<file path="src/rtl/pwm_pkg.sv">
// Shared register map, control-word layout and widths for the memory-mapped PWM bank.
package pwm_pkg;

   localparam int unsigned REG_CTRL     = 0;
   localparam int unsigned REG_PRESCALE = 1;
   localparam int unsigned REG_DUTY0    = 2;

   localparam int unsigned CTRL_EN_BIT  = 0;
   localparam int unsigned CTRL_INV_BIT = 1;

   localparam int unsigned PRESCALE_W   = 16;

   typedef struct packed {
      logic invert;
      logic en;
   } ctrl_t;

endpackage

</file>
<file path="src/rtl/pwm_timebase.sv">
// Prescaler and shared PWM counter; flags the period-end tick used to reload duty shadows.
module pwm_timebase
   import pwm_pkg::*;
#(
   parameter int unsigned PWM_WIDTH = 8
) (
   input  logic                  clk,
   input  logic                  rst_n,
   input  logic                  en,
   input  logic [PRESCALE_W-1:0] prescale,
   output logic [PWM_WIDTH-1:0]  cnt,
   output logic                  load,
   output logic                  period_end
);

   logic [PRESCALE_W-1:0] pre_cnt_q, pre_cnt_d;
   logic [PWM_WIDTH-1:0]  cnt_q, cnt_d;
   logic                  period_end_q, period_end_d;
   logic                  tick;

   // A prescale lowered below pre_cnt is not caught here: pre_cnt runs on to its 16-bit wrap.
   always_comb begin
      tick         = en && (pre_cnt_q == prescale);
      load         = tick && (cnt_q == '1);
      pre_cnt_d    = pre_cnt_q + PRESCALE_W'(1);
      cnt_d        = cnt_q;
      period_end_d = load;
      if (!en) begin
         pre_cnt_d = '0;
         cnt_d     = '0;
      end else if (tick) begin
         pre_cnt_d = '0;
         cnt_d     = cnt_q + PWM_WIDTH'(1);
      end
   end

   always_ff @(posedge clk) begin
      if (!rst_n) begin
         pre_cnt_q    <= '0;
         cnt_q        <= '0;
         period_end_q <= 1'b0;
      end else begin
         pre_cnt_q    <= pre_cnt_d;
         cnt_q        <= cnt_d;
         period_end_q <= period_end_d;
      end
   end

   assign cnt        = cnt_q;
   assign period_end = period_end_q;

endmodule

</file>
<file path="src/rtl/mmio_pwm_bank.sv">
// Memory-mapped PWM bank: CTRL/PRESCALE/DUTY registers on the CPU data bus, double-buffered duty per channel.
module mmio_pwm_bank
   import pwm_pkg::*;
#(
   parameter int unsigned NUM_CH    = 3,
   parameter int unsigned PWM_WIDTH = 8,
   parameter logic [31:0] BASE_ADDR = 32'hFFFF_FF00
) (
   input  logic              clk,
   input  logic              rst_n,
   input  logic [31:0]       bus_addr,
   input  logic [31:0]       bus_wdata,
   input  logic              bus_we,
   input  logic              bus_re,
   output logic [31:0]       bus_rdata,
   output logic              bus_rvalid,
   output logic [NUM_CH-1:0] pwm_out,
   output logic              period_end
);

   localparam logic [31:0] NUM_REGS = 32'(REG_DUTY0 + NUM_CH);

   logic [31:0]                    word;
   logic                           wr_hit, rd_hit;
   ctrl_t                          ctrl_q, ctrl_d;
   logic [PRESCALE_W-1:0]          prescale_q, prescale_d;
   logic [31:0]                    rdata_q, rdata_d;
   logic                           rvalid_q, rvalid_d;
   logic [NUM_CH-1:0][PWM_WIDTH:0] duty_all;
   logic [NUM_CH-1:0]              pwm_all;
   logic [PWM_WIDTH-1:0]           cnt;
   logic                           load;
   logic                           unused_bits;

   // Word offset from base; addresses below base wrap to huge values and fall out of range.
   assign word   = {2'b00, bus_addr[31:2] - BASE_ADDR[31:2]};
   assign wr_hit = bus_we && (word < NUM_REGS);
   assign rd_hit = bus_re && (word < NUM_REGS);
   assign unused_bits = &{1'b0, bus_wdata[31:PRESCALE_W], bus_addr[1:0]};

   always_comb begin
      ctrl_d     = ctrl_q;
      prescale_d = prescale_q;
      if (wr_hit && (word == REG_CTRL))
         ctrl_d = ctrl_t'(bus_wdata[CTRL_INV_BIT:CTRL_EN_BIT]);
      if (wr_hit && (word == REG_PRESCALE))
         prescale_d = bus_wdata[PRESCALE_W-1:0];

      rvalid_d = rd_hit;
      rdata_d  = '0;
      if (rd_hit) begin
         if (word == REG_CTRL)
            rdata_d = 32'(ctrl_q);
         if (word == REG_PRESCALE)
            rdata_d = 32'(prescale_q);
         for (int unsigned i = 0; i < NUM_CH; i++)
            if (word == REG_DUTY0 + i)
               rdata_d = 32'(duty_all[i]);
      end
   end

   always_ff @(posedge clk) begin
      if (!rst_n) begin
         ctrl_q     <= '0;
         prescale_q <= '0;
         rdata_q    <= '0;
         rvalid_q   <= 1'b0;
      end else begin
         ctrl_q     <= ctrl_d;
         prescale_q <= prescale_d;
         rdata_q    <= rdata_d;
         rvalid_q   <= rvalid_d;
      end
   end

   pwm_timebase #(
      .PWM_WIDTH(PWM_WIDTH)
   ) u_timebase (
      .clk       (clk),
      .rst_n     (rst_n),
      .en        (ctrl_q.en),
      .prescale  (prescale_q),
      .cnt       (cnt),
      .load      (load),
      .period_end(period_end)
   );

   for (genvar i = 0; i < NUM_CH; i++) begin : g_ch
      localparam logic [31:0] DUTY_WORD = 32'(REG_DUTY0 + i);

      logic [PWM_WIDTH:0] duty_q, duty_d;
      logic [PWM_WIDTH:0] shadow_q, shadow_d;
      logic               pwm_q, pwm_d;
      logic               raw;

      // Shadow samples the pre-write duty, so a same-cycle write waits for the next boundary.
      always_comb begin
         duty_d = duty_q;
         if (wr_hit && (word == DUTY_WORD))
            duty_d = bus_wdata[PWM_WIDTH:0];
         shadow_d = shadow_q;
         if (!ctrl_q.en || load)
            shadow_d = duty_q;
         raw   = ({1'b0, cnt} < shadow_q);
         pwm_d = ctrl_q.en ? (raw ^ ctrl_q.invert) : ctrl_q.invert;
      end

      always_ff @(posedge clk) begin
         if (!rst_n) begin
            duty_q   <= '0;
            shadow_q <= '0;
            pwm_q    <= 1'b0;
         end else begin
            duty_q   <= duty_d;
            shadow_q <= shadow_d;
            pwm_q    <= pwm_d;
         end
      end

      assign duty_all[i] = duty_q;
      assign pwm_all[i]  = pwm_q;
   end

   assign pwm_out    = pwm_all;
   assign bus_rdata  = rdata_q;
   assign bus_rvalid = rvalid_q;

endmodule

</file>
<file path="config.mk">
export PLATFORM = sky130hd
export DESIGN_NAME = mmio_pwm_bank
export DESIGN_NICKNAME = d
export VERILOG_FILES = /design/src/rtl/pwm_pkg.sv /design/src/rtl/pwm_timebase.sv /design/src/rtl/mmio_pwm_bank.sv
export SDC_FILE = /design/constraint.sdc
export NUM_CORES = 1
export LEC_CHECK = 0
export ABC_AREA = 1
export CAP_MARGIN = 5
export CELL_PAD_IN_SITES_DETAIL_PLACEMENT = 0
export CELL_PAD_IN_SITES_GLOBAL_PLACEMENT = 1
export CORE_MARGIN = 3
export CORE_UTILIZATION = 38
export DETAILED_ROUTE_END_ITERATION = 16
export PLACE_DENSITY = 0.91
export SLEW_MARGIN = 0
export SYNTH_ARGS = -nofsm -noshare
export SYNTH_HDL_FRONTEND = slang
export SYNTH_HIERARCHICAL = 1
export SYNTH_SLANG_ARGS = --single-unit
</file>
<file path="constraint.sdc">
create_clock -name clk -period 2.85 [get_ports clk]
set_clock_uncertainty 0.15 [all_clocks]
set_input_delay 0.285 -clock clk [delete_from_list [all_inputs] [get_ports clk]]
set_output_delay 0.285 -clock clk [all_outputs]
set_load 0.02 [all_outputs]
</file>
==> impl_metrics.json, run 1 <==
{
  "wl_per_cell_um": 12.3,
  "crit_path_frequent_cell": "nand2_1",
  "least_margin_pin_slew_ns": 0.538,
  "design.core.area_mm2": 0.0174,
  "power.density_cell_area_mw_per_mm2": 474,
  "cp.arrival_ns": 2.66,
  "worst-endpoint-required_ns": 3.01,
  "pin_count": 105,
  "detailed_place.area_mm2": 0.00791,
  "leakagePower_uw": 0.00390,
  "critical_path.startpoint_type": "input pin",
  "global_route_overflow": 0,
  "synthFlopType": "dfxtp_1",
  "antenna_found_initial": 0,
  "holdBufCountCts": 0,
  "number_of_remaining_drc_errors": 0,
  "report.final.slew_viol_count": 0,
  "route.layer.met1.wl_um": 8540,
  "cpPeakStageDelay_ns": 0.53,
  "post-route-worst-setup-slack_ns": 0.342,
  "via_count_of_the_first_global_routing_pass": 6010,
  "final.period_utilization_pct": 88.0,
  "htreeDepth": 4,
  "root_buffer": "clkbuf_16",
  "initialDrtViolationCount": 400,
  "start_util_pct": 39.0,
  "grt.total_usage_pct": 17.9,
  "cts.sink_count": 117,
  "worst_slew_margin_rel_pct": 64.0,
  "half_perimeter_wire_length_after_detailed_placement_um": 13300,
  "synth-edff-count": 0,
  "critical-path-slowest-cell": "clkdlybuf4s50_1",
  "hp-class": "in -> reg",
  "met2_wire_length_um": 7870,
  "cts_buffers": 17,
  "critPathMaxFanout": 18,
  "area_growth_syn_to_layout_pct": 25.7,
  "post_drt_via_cell_ratio": 4.61,
  "die_area_mm2": 0.0195,
  "top_routing_layer_used": "met4",
  "run_status": "finished clean",
  "insertedDiodeCount": 0,
  "die_h_um": 140,
  "ys.warnings.count": 6,
  "worstPathCellList": "clkdlybuf4s50_1, nand2_1, nor2_1, nand2_1, nor2_4, nand2_1, nand2_1, nand2_1, nor2_1, nand3_1, nor2_4, nand2_2, nor2_2, nand2_2, nor2_1, nor2_1",
  "vias": 6477,
  "fin_setup_tns_ns": 0,
  "period_minus_slack_ns": 2.51,
  "met3RoutedLength_um": 713,
  "postSynth.asyncResetShare_pct": 0,
  "synth.yosys.seq_area_share_pct": 34.6,
  "cts-root-to-sink-buffers": 2,
  "cts_tree": "built",
  "gpl.final_weighted_congestion": 0.844,
  "netlist_area_mm2": 0.00678,
  "maxCapViolCount": 0,
  "drtPass1Iterations": 5,
  "insertion_delay_to_the_later_sink_of_the_worst_skew_pair_ns": 0.42,
  "drive_above_1_share_pct": 10.4,
  "fp_rows": 48,
  "postSynthRegisterBits": 117,
  "timing.fmax_mhz": 399,
  "grt_pass1_wl_um": 28900,
  "setup_viol": 0,
  "count_of_buffers_inserted_at_the_top_level_ports": 70,
  "worst_setup_hold_path_clk_slew_ns": 0.06,
  "grt_start_max_net_pins": 39,
  "die_width_um": 140,
  "final-hold-violation-count": 0,
  "finished_layout_cell_area_mm2": 0.00852,
  "drt.antenna.violating_nets": 0,
  "yosys.cell_types.count": 39,
  "dpl_worst_slack_ns": -0.102,
  "nets": 1259,
  "postSynthAreaPerCell_um2": 6.41,
  "synthCells": 1057,
  "endpoint_kind": "flop",
  "setup.worst_path.class": "in -> reg",
  "grt_setup_unrepaired": "no",
  "final_wl_um": 17300,
  "total_power_uw": 4040,
  "vdd_ir_drop_max_mv": 0.424
}
[worst max-delay path: cells and delay by family]
kind / cells / cell delay (ns)
buffers and inverters: 1 / 0.53
AND/OR/NAND/NOR: 15 / 1.82
[Yosys cell counts (11+ instances only)]
cell        n  area (um2)
clkbuf_1   11        41.3
dfxtp_1   117        2340
inv_1     176         661
o21ai_0    62         310
nand2_1   263         987
a21oi_1    66         330
nand4_1    14        87.6
nor2_1    162         608
buf_4      20         150
nand3_1    55         275
ha_1       23         288
nand2_2    12        75.1
[cell type report]
cell class	instances	area, um2
Tap cell	225	282
Inverter	183	692
Fill cell	1714	8840
Timing Repair Buffer	119	1080
Clock inverter	7	123
Sequential cell	117	2340
Multi-Input combinational cell	730	3530
Clock buffer	23	478
[state kept, by name (all words and copies together), names as in the netlist]
name	flops
g_ch.duty_q	27
ctrl_q	2
g_ch.pwm_q	3
bus_rvalid	1
u_timebase/cnt	8
u_timebase/pre_cnt_q	16
bus_rdata	16
prescale_q	16
g_ch.shadow_q	27
u_timebase/period_end	1
[routing by layer]
| metal | track usage (%) | vias to the layer above |
|---|---|---|
| met2 | 29.0 | 148 |
| li1 | - | 3453 |
| met5 | 0 | - |
| met4 | 4.59 | 0 |
| met3 | 3.61 | 15 |
| met1 | 24.6 | 2861 |
[power by group]
part | switching [uW] | total (uW) | internal (uW)
logic | 110 | 208 | 97.9
clock network | 756 | 2190 | 1440
registers | 0.0000000158 | 1640 | 1640
total | 865 | 4040 | 3170
[cell usage in the layout (no fill, tap or decap), drive strengths merged, types with 3 or more instances in the layout]
cell type,n
o21ai,64
nor3,13
conb,16
nand4,17
a21oi,69
clkinv,4
nand2,276
inv,181
bufinv,3
dfxtp,117
xor2,10
buf,50
clkbuf,23
nand3,56
ha,23
o31ai,3
clkdlybuf4s50,69
nor2,175
[worst paths after layout]
kind                                     from  cells after the start  slack [ns]                          endpoint
max                              bus_addr[13]                     16        0.34    g_ch[0].duty_q[5]$_SDFFE_PN0P_
max reg2reg        prescale_q[6]$_SDFFE_PN0P_                     12        0.47  g_ch[2].shadow_q[4]$_SDFFE_PN0P_
min                                     rst_n                      3        0.11    g_ch[1].duty_q[6]$_SDFFE_PN0P_
min reg2reg  g_ch[1].shadow_q[8]$_SDFFE_PN0P_                      2        0.30  g_ch[1].shadow_q[8]$_SDFFE_PN0P_
[cells by family (layout without fill, tap and decap cells)]
family | count (synthesis) | in the layout | synth area share [%]
AO/OA/AOI/OAI | 137 | 137 | 10.5
XOR/XNOR | 12 | 12 | 1.55
adder cells (fa/ha/maj) | 23 | 23 | 4.25
buffers and inverters | 225 | 332 | 14.3
flip-flops | 117 | 117 | 34.6
other | 1 | 16 | 0.0553
AND/OR/NAND/NOR | 542 | 542 | 34.7
[through the flow]
stage / util (%) / instances / hold slack (ns)
floorplan: - / 1072 / 0.247
finish: 49.1 / 1404 / 0.111
global placement: 45.6 / 1374 / 0.286
detailed placement: 45.6 / 1374 / 0.294
global route: 49.1 / 1404 / 0.114
CTS: 49.0 / 1404 / 0.0911
[what timing repair did]
item,in CTS,in global routing
setup buffers,0,0
gates resized for setup,0,1
endpoints found under the setup margin,0,15
Note: power is estimated with default switching activity, not from simulation.
==> inputs of run 2 (changes only) <==
--- a/config.mk
+++ b/config.mk
@@ -12,6 +12,7 @@
 export CORE_MARGIN = 3
 export CORE_UTILIZATION = 38
 export DETAILED_ROUTE_END_ITERATION = 16
+export HOLD_SLACK_MARGIN = 0.1
 export PLACE_DENSITY = 0.91
 export SLEW_MARGIN = 0
 export SYNTH_ARGS = -nofsm -noshare
==> run 2 against run 1 <==
Cell area rose by 0.12%. Worst setup slack got worse by 0.0037 ns. Power about the same. Register-to-register slack about the same. Clock power barely moved. Critical path depth unchanged. Core utilization rose by 0.058 points. First-iteration DRC count up 3.0%. Sequential power about the same. Largest power group unchanged. Highest routed layer unchanged.
==> impl_metrics.json, run 2 (synthesis gave the netlist of run 1 again) <==
{
  "run_status": "finished clean",
  "mostFrequentLayoutCells": "nand2_1 (263), inv_1 (176), nor2_1 (161)",
  "least_margin_pin_slew_ns": 0.543,
  "drtPass1Iterations": 5,
  "die_width_um": 140,
  "setup_viol": 0,
  "gpl.final_weighted_congestion": 0.844,
  "cp.arrival_ns": 2.67,
  "grt_max_usage_layer": "met2",
  "grt.met2_usage_pct": 29.0,
  "fp_rows": 48,
  "count_of_buffers_inserted_at_the_top_level_ports": 70,
  "critPathTopFamily": "simple AND/OR/NAND/NOR gates",
  "use_met3_pct": 3.61,
  "die_h_um": 140,
  "number_of_remaining_drc_errors": 0,
  "start_util_pct": 39.0,
  "cpPeakStageDelay_ns": 0.53,
  "worst-endpoint-required_ns": 3.01,
  "critical-path-slowest-cell": "clkdlybuf4s50_1",
  "half_perimeter_wire_length_after_detailed_placement_um": 13300,
  "initialDrtViolationCount": 412,
  "drive_above_1_share_pct": 10.4,
  "area_growth_syn_to_layout_pct": 25.8,
  "hp-class": "reg -> reg",
  "timing.fmax_mhz": 398,
  "leakagePower_uw": 0.00391,
  "final.period_utilization_pct": 88.1,
  "registers_with_the_highest_flip_flop_counts": "g_ch.duty_q x27, g_ch.shadow_q x27",
  "final-hold-violation-count": 0,
  "worst_setup_hold_path_clk_slew_ns": 0.05,
  "vias": 6477,
  "htreeDepth": 4,
  "critical_path.startpoint_type": "input pin",
  "wl_per_cell_um": 12.4,
  "setup.worst_path.class": "in -> reg",
  "endpoint_kind": "flop",
  "cts.sink_count": 117,
  "pin_count": 105,
  "post-cts-setup-buffers": 0,
  "layout.cells.most_common": "nand2_1",
  "antenna_found_initial": 0,
  "cts_buffers": 17,
  "nets": 1260,
  "vdd_ir_drop_max_mv": 0.424,
  "insertion_delay_to_the_later_sink_of_the_worst_skew_pair_ns": 0.42,
  "report.final.slew_viol_count": 0,
  "cts-root-to-sink-buffers": 2,
  "drt.antenna.violating_nets": 0,
  "final_wl_um": 17400,
  "post_drt_via_cell_ratio": 4.61,
  "power.density_cell_area_mw_per_mm2": 474,
  "final_cell_count_no_fill": 1405,
  "grt_start_max_net_pins": 39,
  "cts_tree": "built",
  "period_minus_slack_ns": 2.51,
  "grt_pass1_wl_um": 28900,
  "place_inst": 1374,
  "worstPathCellList": "clkdlybuf4s50_1, nand2_1, nor2_1, nand2_1, nor2_4, nand2_1, nand2_1, nand2_1, nor2_1, nand3_1, nor2_4, nand2_2, nor2_2, nand2_2, nor2_1, nor2_1",
  "grt_setup_unrepaired": "no",
  "worst_slew_margin_rel_pct": 63.7,
  "design.core.area_mm2": 0.0174,
  "cp.buffers_inverters": 1,
  "die_area_mm2": 0.0195,
  "crit_path_frequent_cell": "nand2_1",
  "grt.total_usage_pct": 17.9,
  "fin_setup_tns_ns": 0,
  "gr-usage-met1_pct": 24.6,
  "root_buffer": "clkbuf_16",
  "via_count_of_the_first_global_routing_pass": 6016,
  "global_route_overflow": 0,
  "maxCapViolCount": 0,
  "critPathMaxFanout": 18,
  "insertedDiodeCount": 0
}
## run 2: layout make-up
cell class              count  area, um2
fillers                  1713       8830
multi-input cells         730       3530
flip-flops and latches    117       2340
repair buffers            120       1090
inverters                 183        692
clock buffers              23        478
well taps                 225        282
clock inverters             7        123
## run 2: layer usage
metal	up-vias	routed length, um
li1	3454	-
met1	2861	8520
met2	144	7850
met3	18	764
met4	0	218
met5	-	0
## run 2: what timing repair did
| action | CTS | global route |
|---|---|---|
| hold endpoints to repair | 4 | 0 |
| resized for setup | 0 | 1 |
| setup endpoints to repair | 0 | 15 |
| hold buffers | 1 | 0 |
## run 2: path summary, 6_finish.rpt
path	start	end	slack [ns]	cells past startpoint
hold reg to reg	g_ch[1].shadow_q[8]$_SDFFE_PN0P_	g_ch[1].shadow_q[8]$_SDFFE_PN0P_	0.30	2
hold / removal	g_ch[1].shadow_q[8]$_SDFFE_PN0P_	g_ch[1].shadow_q[8]$_SDFFE_PN0P_	0.30	2
setup / recovery	bus_addr[13]	g_ch[0].duty_q[5]$_SDFFE_PN0P_	0.34	16
setup reg to reg	prescale_q[6]$_SDFFE_PN0P_	g_ch[2].shadow_q[4]$_SDFFE_PN0P_	0.47	12
## run 2: power by group
part	leakage (uW)	internal, uW	switching (uW)	total, uW
Clock	0.000286	1440	757	2190
Combinational	0.00268	98.8	110	209
Sequential	0.000942	1640	0.0000000158	1640
## run 2: metrics by stage
| step | util (%) | worst slack (ns) | hold slack, ns | instance area, um2 | power [uW] |
|---|---|---|---|---|---|
| after detailed placement | 45.6 | -0.102 | 0.294 | 7910 | 1880 |
| final | 49.1 | 0.339 | 0.304 | 8530 | 4040 |
| after floorplan | - | 0.759 | 0.247 | 6830 | 1770 |
| after global placement | 45.6 | -0.0682 | 0.286 | 7910 | 1880 |
| after global routing | 49.1 | 0.0187 | 0.317 | 8530 | 4150 |
| after CTS | 49.1 | 0.191 | 0.303 | 8520 | 4060 |
## run 2: worst reg2reg max path: stages (launching register included)
cell and delay [ns]:
dfxtp_1 0.42, inv_1 0.07, nand2_1 0.06, nand2_1 0.06, nor2_1 0.21, nand2_1 0.14
nor2_1 0.19, nand4_1 0.21, inv_1 0.16, nor2_4 0.12, buf_4 0.23, o21ai_0 0.19
a21oi_1 0.06
==> inputs of run 3 (changes only) <==
--- a/config.mk
+++ b/config.mk
@@ -11,6 +11,7 @@
 export CELL_PAD_IN_SITES_GLOBAL_PLACEMENT = 1
 export CORE_MARGIN = 3
 export CORE_UTILIZATION = 38
+export CTS_CLUSTER_DIAMETER = 50
 export DETAILED_ROUTE_END_ITERATION = 16
 export HOLD_SLACK_MARGIN = 0.1
 export PLACE_DENSITY = 0.91
==> results of run 3 <==
The final DEF is identical to that of run 2; final timing and power are the same.
